**src/rtl/hash_uart_tx.sv**
```systemverilog
// hash_uart_tx: sends a latched 160-bit digest as 40 lowercase ASCII hex
// characters (optionally followed by CR LF) over an 8N1 UART line.
// Each character k is taken from word k/8, most significant nibble first.
module hash_uart_tx #(
    parameter int CLKS_PER_BIT = 868,
    parameter int SEND_CRLF    = 1
) (
    input  logic         sys_clk,
    input  logic         sys_rst,
    input  logic [159:0] hash,
    input  logic         start,
    output logic         UART_Tx,
    output logic         busy,
    output logic         done
);

    localparam int BAUD_W  = (CLKS_PER_BIT > 1) ? $clog2(CLKS_PER_BIT) : 1;
    localparam int N_BYTES = (SEND_CRLF != 0) ? 42 : 40;
    localparam logic [BAUD_W-1:0] BAUD_LAST = BAUD_W'(CLKS_PER_BIT - 1);
    localparam logic [5:0]        BYTE_LAST = 6'(N_BYTES - 1);

    typedef enum logic [2:0] {
        ST_IDLE  = 3'd0,
        ST_START = 3'd1,
        ST_DATA  = 3'd2,
        ST_STOP  = 3'd3,
        ST_NEXT  = 3'd4
    } state_t;

    state_t              r_state;
    state_t              w_state_nxt;
    logic [BAUD_W-1:0]   r_baud;
    logic [BAUD_W-1:0]   w_baud_nxt;
    logic [2:0]          r_bit;
    logic [2:0]          w_bit_nxt;
    logic [2:0]          w_bit_inc;
    logic [5:0]          r_byte;
    logic [5:0]          w_byte_nxt;
    logic                r_tx;
    logic                w_tx_nxt;
    logic                r_done;
    logic                w_done_nxt;
    logic                w_load;
    logic [159:0]        r_hash;
    logic                w_baud_tc;
    logic [7:0]          w_cur_byte;

    // Nibble to lowercase ASCII hex digit.
    function automatic logic [7:0] f_hex_ascii(input logic [3:0] nib);
        if (nib < 4'd10) begin
            return 8'h30 + {4'h0, nib};
        end else begin
            return 8'h57 + {4'h0, nib};
        end
    endfunction

    // Message byte at position idx: hex digits of H_0..H_4, then CR, LF.
    function automatic logic [7:0] f_msg_byte(input logic [159:0] h, input logic [5:0] idx);
        logic [7:0] base;
        base = {idx[5:3], 5'd0} + {3'd0, 3'd7 - idx[2:0], 2'd0};
        if (idx == 6'd40) begin
            return 8'h0D;
        end else if (idx == 6'd41) begin
            return 8'h0A;
        end else begin
            return f_hex_ascii(h[base +: 4]);
        end
    endfunction

    assign w_baud_tc  = (r_baud == BAUD_LAST);
    assign w_bit_inc  = r_bit + 3'd1;
    assign w_cur_byte = f_msg_byte(r_hash, r_byte);

    assign UART_Tx = r_tx;
    assign busy    = (r_state != ST_IDLE);
    assign done    = r_done;

    // FSM state register.
    always_ff @(posedge sys_clk or negedge sys_rst) begin
        if (!sys_rst) begin
            r_state <= ST_IDLE;
        end else begin
            r_state <= w_state_nxt;
        end
    end

    // Next-state, counter and line-level decisions for the frame sequencer.
    always_comb begin
        w_state_nxt = r_state;
        w_baud_nxt  = r_baud;
        w_bit_nxt   = r_bit;
        w_byte_nxt  = r_byte;
        w_tx_nxt    = 1'b1;
        w_done_nxt  = 1'b0;
        w_load      = 1'b0;
        case (r_state)
            ST_IDLE: begin
                // A start seen while done is still high waits one cycle, so
                // a held start never coincides with the done pulse.
                if (start && !r_done) begin
                    w_state_nxt = ST_START;
                    w_load      = 1'b1;
                    w_tx_nxt    = 1'b0;
                    w_baud_nxt  = '0;
                    w_bit_nxt   = 3'd0;
                    w_byte_nxt  = 6'd0;
                end
            end
            ST_START: begin
                w_tx_nxt = 1'b0;
                if (w_baud_tc) begin
                    w_state_nxt = ST_DATA;
                    w_baud_nxt  = '0;
                    w_tx_nxt    = w_cur_byte[0];
                end else begin
                    w_baud_nxt = r_baud + BAUD_W'(1);
                end
            end
            ST_DATA: begin
                w_tx_nxt = w_cur_byte[r_bit];
                if (w_baud_tc) begin
                    w_baud_nxt = '0;
                    if (r_bit == 3'd7) begin
                        w_state_nxt = ST_STOP;
                        w_bit_nxt   = 3'd0;
                        w_tx_nxt    = 1'b1;
                    end else begin
                        w_bit_nxt = w_bit_inc;
                        w_tx_nxt  = w_cur_byte[w_bit_inc];
                    end
                end else begin
                    w_baud_nxt = r_baud + BAUD_W'(1);
                end
            end
            ST_STOP: begin
                w_tx_nxt = 1'b1;
                if (w_baud_tc) begin
                    w_state_nxt = ST_NEXT;
                    w_baud_nxt  = '0;
                end else begin
                    w_baud_nxt = r_baud + BAUD_W'(1);
                end
            end
            ST_NEXT: begin
                // Single idle-high cycle between frames.
                if (r_byte == BYTE_LAST) begin
                    w_state_nxt = ST_IDLE;
                    w_byte_nxt  = 6'd0;
                    w_done_nxt  = 1'b1;
                    w_tx_nxt    = 1'b1;
                end else begin
                    w_state_nxt = ST_START;
                    w_byte_nxt  = r_byte + 6'd1;
                    w_tx_nxt    = 1'b0;
                end
            end
            default: begin
                w_state_nxt = ST_IDLE;
            end
        endcase
    end

    // Baud, bit and byte counters plus the registered line and done pulse.
    always_ff @(posedge sys_clk or negedge sys_rst) begin
        if (!sys_rst) begin
            r_baud <= '0;
            r_bit  <= 3'd0;
            r_byte <= 6'd0;
            r_tx   <= 1'b1;
            r_done <= 1'b0;
        end else begin
            r_baud <= w_baud_nxt;
            r_bit  <= w_bit_nxt;
            r_byte <= w_byte_nxt;
            r_tx   <= w_tx_nxt;
            r_done <= w_done_nxt;
        end
    end

    // Digest snapshot taken on the accepting edge; isolates the message from later hash changes.
    always_ff @(posedge sys_clk or negedge sys_rst) begin
        if (!sys_rst) begin
            r_hash <= '0;
        end else if (w_load) begin
            r_hash <= hash;
        end
    end

endmodule

```
**config.mk**
```make
export PLATFORM = sky130hd
export DESIGN_NAME = hash_uart_tx
export DESIGN_NICKNAME = d
export VERILOG_FILES = /design/src/rtl/hash_uart_tx.sv
export SDC_FILE = /design/constraint.sdc
export NUM_CORES = 1
export LEC_CHECK = 0
export ABC_AREA = 1
export CORE_MARGIN = 4
export CORE_UTILIZATION = 48
export DETAILED_ROUTE_END_ITERATION = 8
export PLACE_DENSITY = 0.77
export RECOVER_POWER = 50
export SKIP_LAST_GASP = 1
export SLEW_MARGIN = 20
export SYNTH_ARGS = -nofsm -noshare
export SYNTH_HDL_FRONTEND = slang
export SYNTH_SLANG_ARGS = --single-unit
```
**constraint.sdc**
```tcl
create_clock -name sys_clk -period 2.45 [get_ports sys_clk]
set_clock_uncertainty 0.2 [all_clocks]
set_input_delay 0.49 -clock sys_clk [delete_from_list [all_inputs] [get_ports sys_clk]]
set_output_delay 0.49 -clock sys_clk [all_outputs]
set_load 0.01 [all_outputs]
```
==> reports/results.txt <==
Syn Area/Cell: 7.358 um^2
cells along the critical path: buf_12 > buf_12 > nor2_1 > nor2_1 > o21ai_0 > nand3_1 > nand3_1 > nand2_1 > nand3_1 > nand2_2 > inv_2 > a21oi_1 > nand2_2 > nand3_2 > nand2_2 > nand3_2 > a21oi_2 > nand2_1 > nand2_1
failing checks: setup timing
Main synth FF type: dfrtp_1
Net Count, Synth: 1419
clk root buf: clkbuf_16
sequential cell area fraction in the yosys report: 50.12%
die height: 146.4 um
clk buf depth: 2
layout cells sized above 1: 10.46%
Synth Warn #: 0
Post-Syn Area: 0.009190 mm^2
# diodes: 0
crit path max fanout: 7
critical path's slowest cell: dfrtp_4
RR Endpoint: UART_Tx$_DFF_PN1_
io pins: 166
total wire length: 25860 um
Crit path required time: 2620 ps
power per standard cell area: 539.1 mW/mm^2
max-slew violations: 0
Synth area leaders: dfrtp_1 (50%), nand2_1 (21%), o21ai_0 (5.5%), nor2_1 (5.3%), inv_1 (3.6%)
Hold WC Path Type: register to register
total CTS buffers: 17
final worst slack: -363.5 ps
CTS clk-pin slew, worst paths: 70 ps
Sequential Power Share: 48.8%
CTS tree: built
Initial DRC Count: 826
crit-path max cell delay: 580 ps
CP endpoint kind: register
run status: finished, violations left
Slew @ Worst Pin: 1485 ps
final setup vio count: 1
row count: 50
clock group share of total power: 42.1%
# port buffers: 165
Final nets: 1610
core area: 0.01877 mm^2
hold path cells: 2
min cycle time layout: 2813 ps
Final Hold Fails: 0
most common cell in the netlist: nand2_1
RSZ-0062 raised after global routing: true
Gate power share: 9.1%
R2R Setup Slk: -360 ps
drt first pass iters: 5
delay-heaviest family, CP: simple AND/OR/NAND/NOR gates
Switching Share: 23.84%
Psw: 1.590 mW
CP Launch Point: r_byte[0]$_DFFE_PN0P_
max cap viols: 0
unique cell type count in the Yosys netlist: 33
Synth top area share: 49.83%
grt ovf: 0
ANT nets after route: 0
Starting Density: 48.97%
CP bufs+invs: 3
Peak VDD IR: 474.2 uV
area delta synth->final: 34.61%
footprint of the multi-input gates: 0.004041 mm^2
RR Startpoint: r_byte[0]$_DFFE_PN0P_
GRT Overall Usage: 24.51%
wire per inst: 15.33 um
Leakage: 6.182 nW
initial antenna violation count: 0
CP startpoint kind: register
layout filler cell count: 1560
via count: 8868
Hold Path End: r_hash[72]$_DFFE_PN0P_
relative slew slack: 0.9878%
fin area: 0.01237 mm^2
Worst R2R Path Depth: 19
Fmax: 355.4 MHz
WHS: 269.0 ps
register area: 0.004611 mm^2
DRC Markers: 0
min-delay src: r_hash[72]$_DFFE_PN0P_
first-pass GRT wire length: 43010 um
crit path kind: register to register
crit share post-route: 114.8%
vias in the first global route: 8830
Yosys top cell by area: dfrtp_1
design internal power: 5.079 mW
ys async rst share: 100.0%
Die Wd: 146.4 um
clk_lat worst skew: 440 ps
top post-synthesis cells by count: nand2_1 (520), dfrtp_1 (183), nor2_1 (129), o21ai_0 (101), inv_1 (87)
post-layout power: 6.669 mW
synthesis-stage register bit count: 184
Worst path depth: 19
Critical Path AT: 2980 ps
GPL Wtd Cong: 0.9020
H-tree levels: 4
Post-synth EDFFs: 0
Syn Inst Count: 1249
drt via density: 5.257
placed wire-length estimate: 18050 um
Setup TNS Final: -363.5 ps
CTS Sinks: 184
die area: 0.02142 mm^2
Placed Area: 0.01142 mm^2
largest net degree at the start of global routing: 78
cell usage in the layout, fill, tap and decap left out, drive strengths merged, types with 2 or more instances in the layout:
| master | netlist | routed |
|---|---|---|
| clkinvlp | 0 | 3 |
| dfrtp | 183 | 183 |
| nor4 | 2 | 2 |
| o21ai | 110 | 110 |
| clkdlybuf4s50 | 0 | 163 |
| clkinv | 3 | 5 |
| o211ai | 5 | 5 |
| nor2 | 131 | 131 |
| ha | 7 | 7 |
| nor3b | 2 | 2 |
| clkbuf | 21 | 20 |
| bufinv | 0 | 2 |
| nand2 | 523 | 523 |
| nor3 | 11 | 11 |
| buf | 43 | 68 |
| xor2 | 2 | 2 |
| a21oi | 26 | 26 |
| o22ai | 9 | 9 |
| o221ai | 8 | 8 |
| xnor2 | 2 | 2 |
| nand4 | 3 | 3 |
| inv | 91 | 98 |
| nand3 | 60 | 60 |
| or2 | 3 | 3 |
power by group through the flow:
stage          registers (mW)  clock network, mW  logic [mW]
6_report                 3.26               2.80       0.607
5_1_grt                  3.27               2.98       0.679
4_1_cts                  3.25               2.85       0.610
3_5_place_dp             3.31                  0       0.596
3_3_place_gp             3.31                  0       0.583
2_1_floorplan            3.29                  0       0.199
final cells by class:
cell class	count	share of cell area (%)
clock buffer	18	3.550
timing repair buffer	236	19.95
sequential	184	37.27
clock inverter	14	1.295
multi-input combinational	907	32.67
tap	234	2.367
inverter	94	2.903
routing by layer:
metal | wire length [um] | global-route usage [%]
met1 | 11270 | 34.05
met2 | 12240 | 39.29
met3 | 1917 | 5.214
met4 | 435 | 6.773
met5 | 0 | 0
worst register-to-register path, cell delays in order (launching register included):
cell,delay (ps)
dfrtp_4,580
buf_12,180
buf_12,130
nor2_1,130
nor2_1,60
o21ai_0,100
nand3_1,100
nand3_1,150
nand2_1,100
nand3_1,90
nand2_2,110
inv_2,130
a21oi_1,100
nand2_2,110
nand3_2,80
nand2_2,80
nand3_2,60
a21oi_2,130
nand2_1,70
nand2_1,70
through the flow:
stage	setup slack (ps)	util, %	instances
finish	-363.5	65.91	1687
global placement	-223.6	60.84	1640
global route	-536.3	65.91	1687
detailed placement	-263.0	60.84	1640
CTS	-301.7	65.34	1681
floorplan	10.76	-	1249
kinds of logic (layout without fill, tap and decap cells):
| kind of cell | after synthesis | in the layout | synth area share (%) |
|---|---|---|---|
| simple gates | 735 | 735 | 31.53 |
| fa+ha+maj | 7 | 7 | 0.9530 |
| xor+xnor | 4 | 4 | 0.3813 |
| compound gates | 161 | 161 | 9.435 |
| flops | 184 | 184 | 50.12 |
| buf+inv | 158 | 362 | 7.583 |
what timing repair did:
action / in CTS / in global routing
pin swaps: 20 / 18
hold endpoints to repair: 58 / 0
gates cloned: 2 / 1
setup endpoints to repair: 2 / 1
resized for setup: 32 / 24
setup buffers: 6 / 5
hold buffers: 1 / 0
sequential cells by signal (all words and copies together) (netlist names):
register / cells
UART_Tx: 1
done: 1
r_baud: 10
r_bit: 3
r_byte: 6
r_hash: 160
r_state: 3
worst max-delay path by stage:
stage	to	slack [ps]
after floorplan	UART_Tx$_DFF_PN1_	10
after global placement	UART_Tx$_DFF_PN1_	-220
after detailed placement	UART_Tx$_DFF_PN1_	-260
after CTS	UART_Tx$_DFF_PN1_	-300
after global routing	UART_Tx$_DFF_PN1_	-540
final	UART_Tx$_DFF_PN1_	-360
Power figures use the tool's default switching activity.
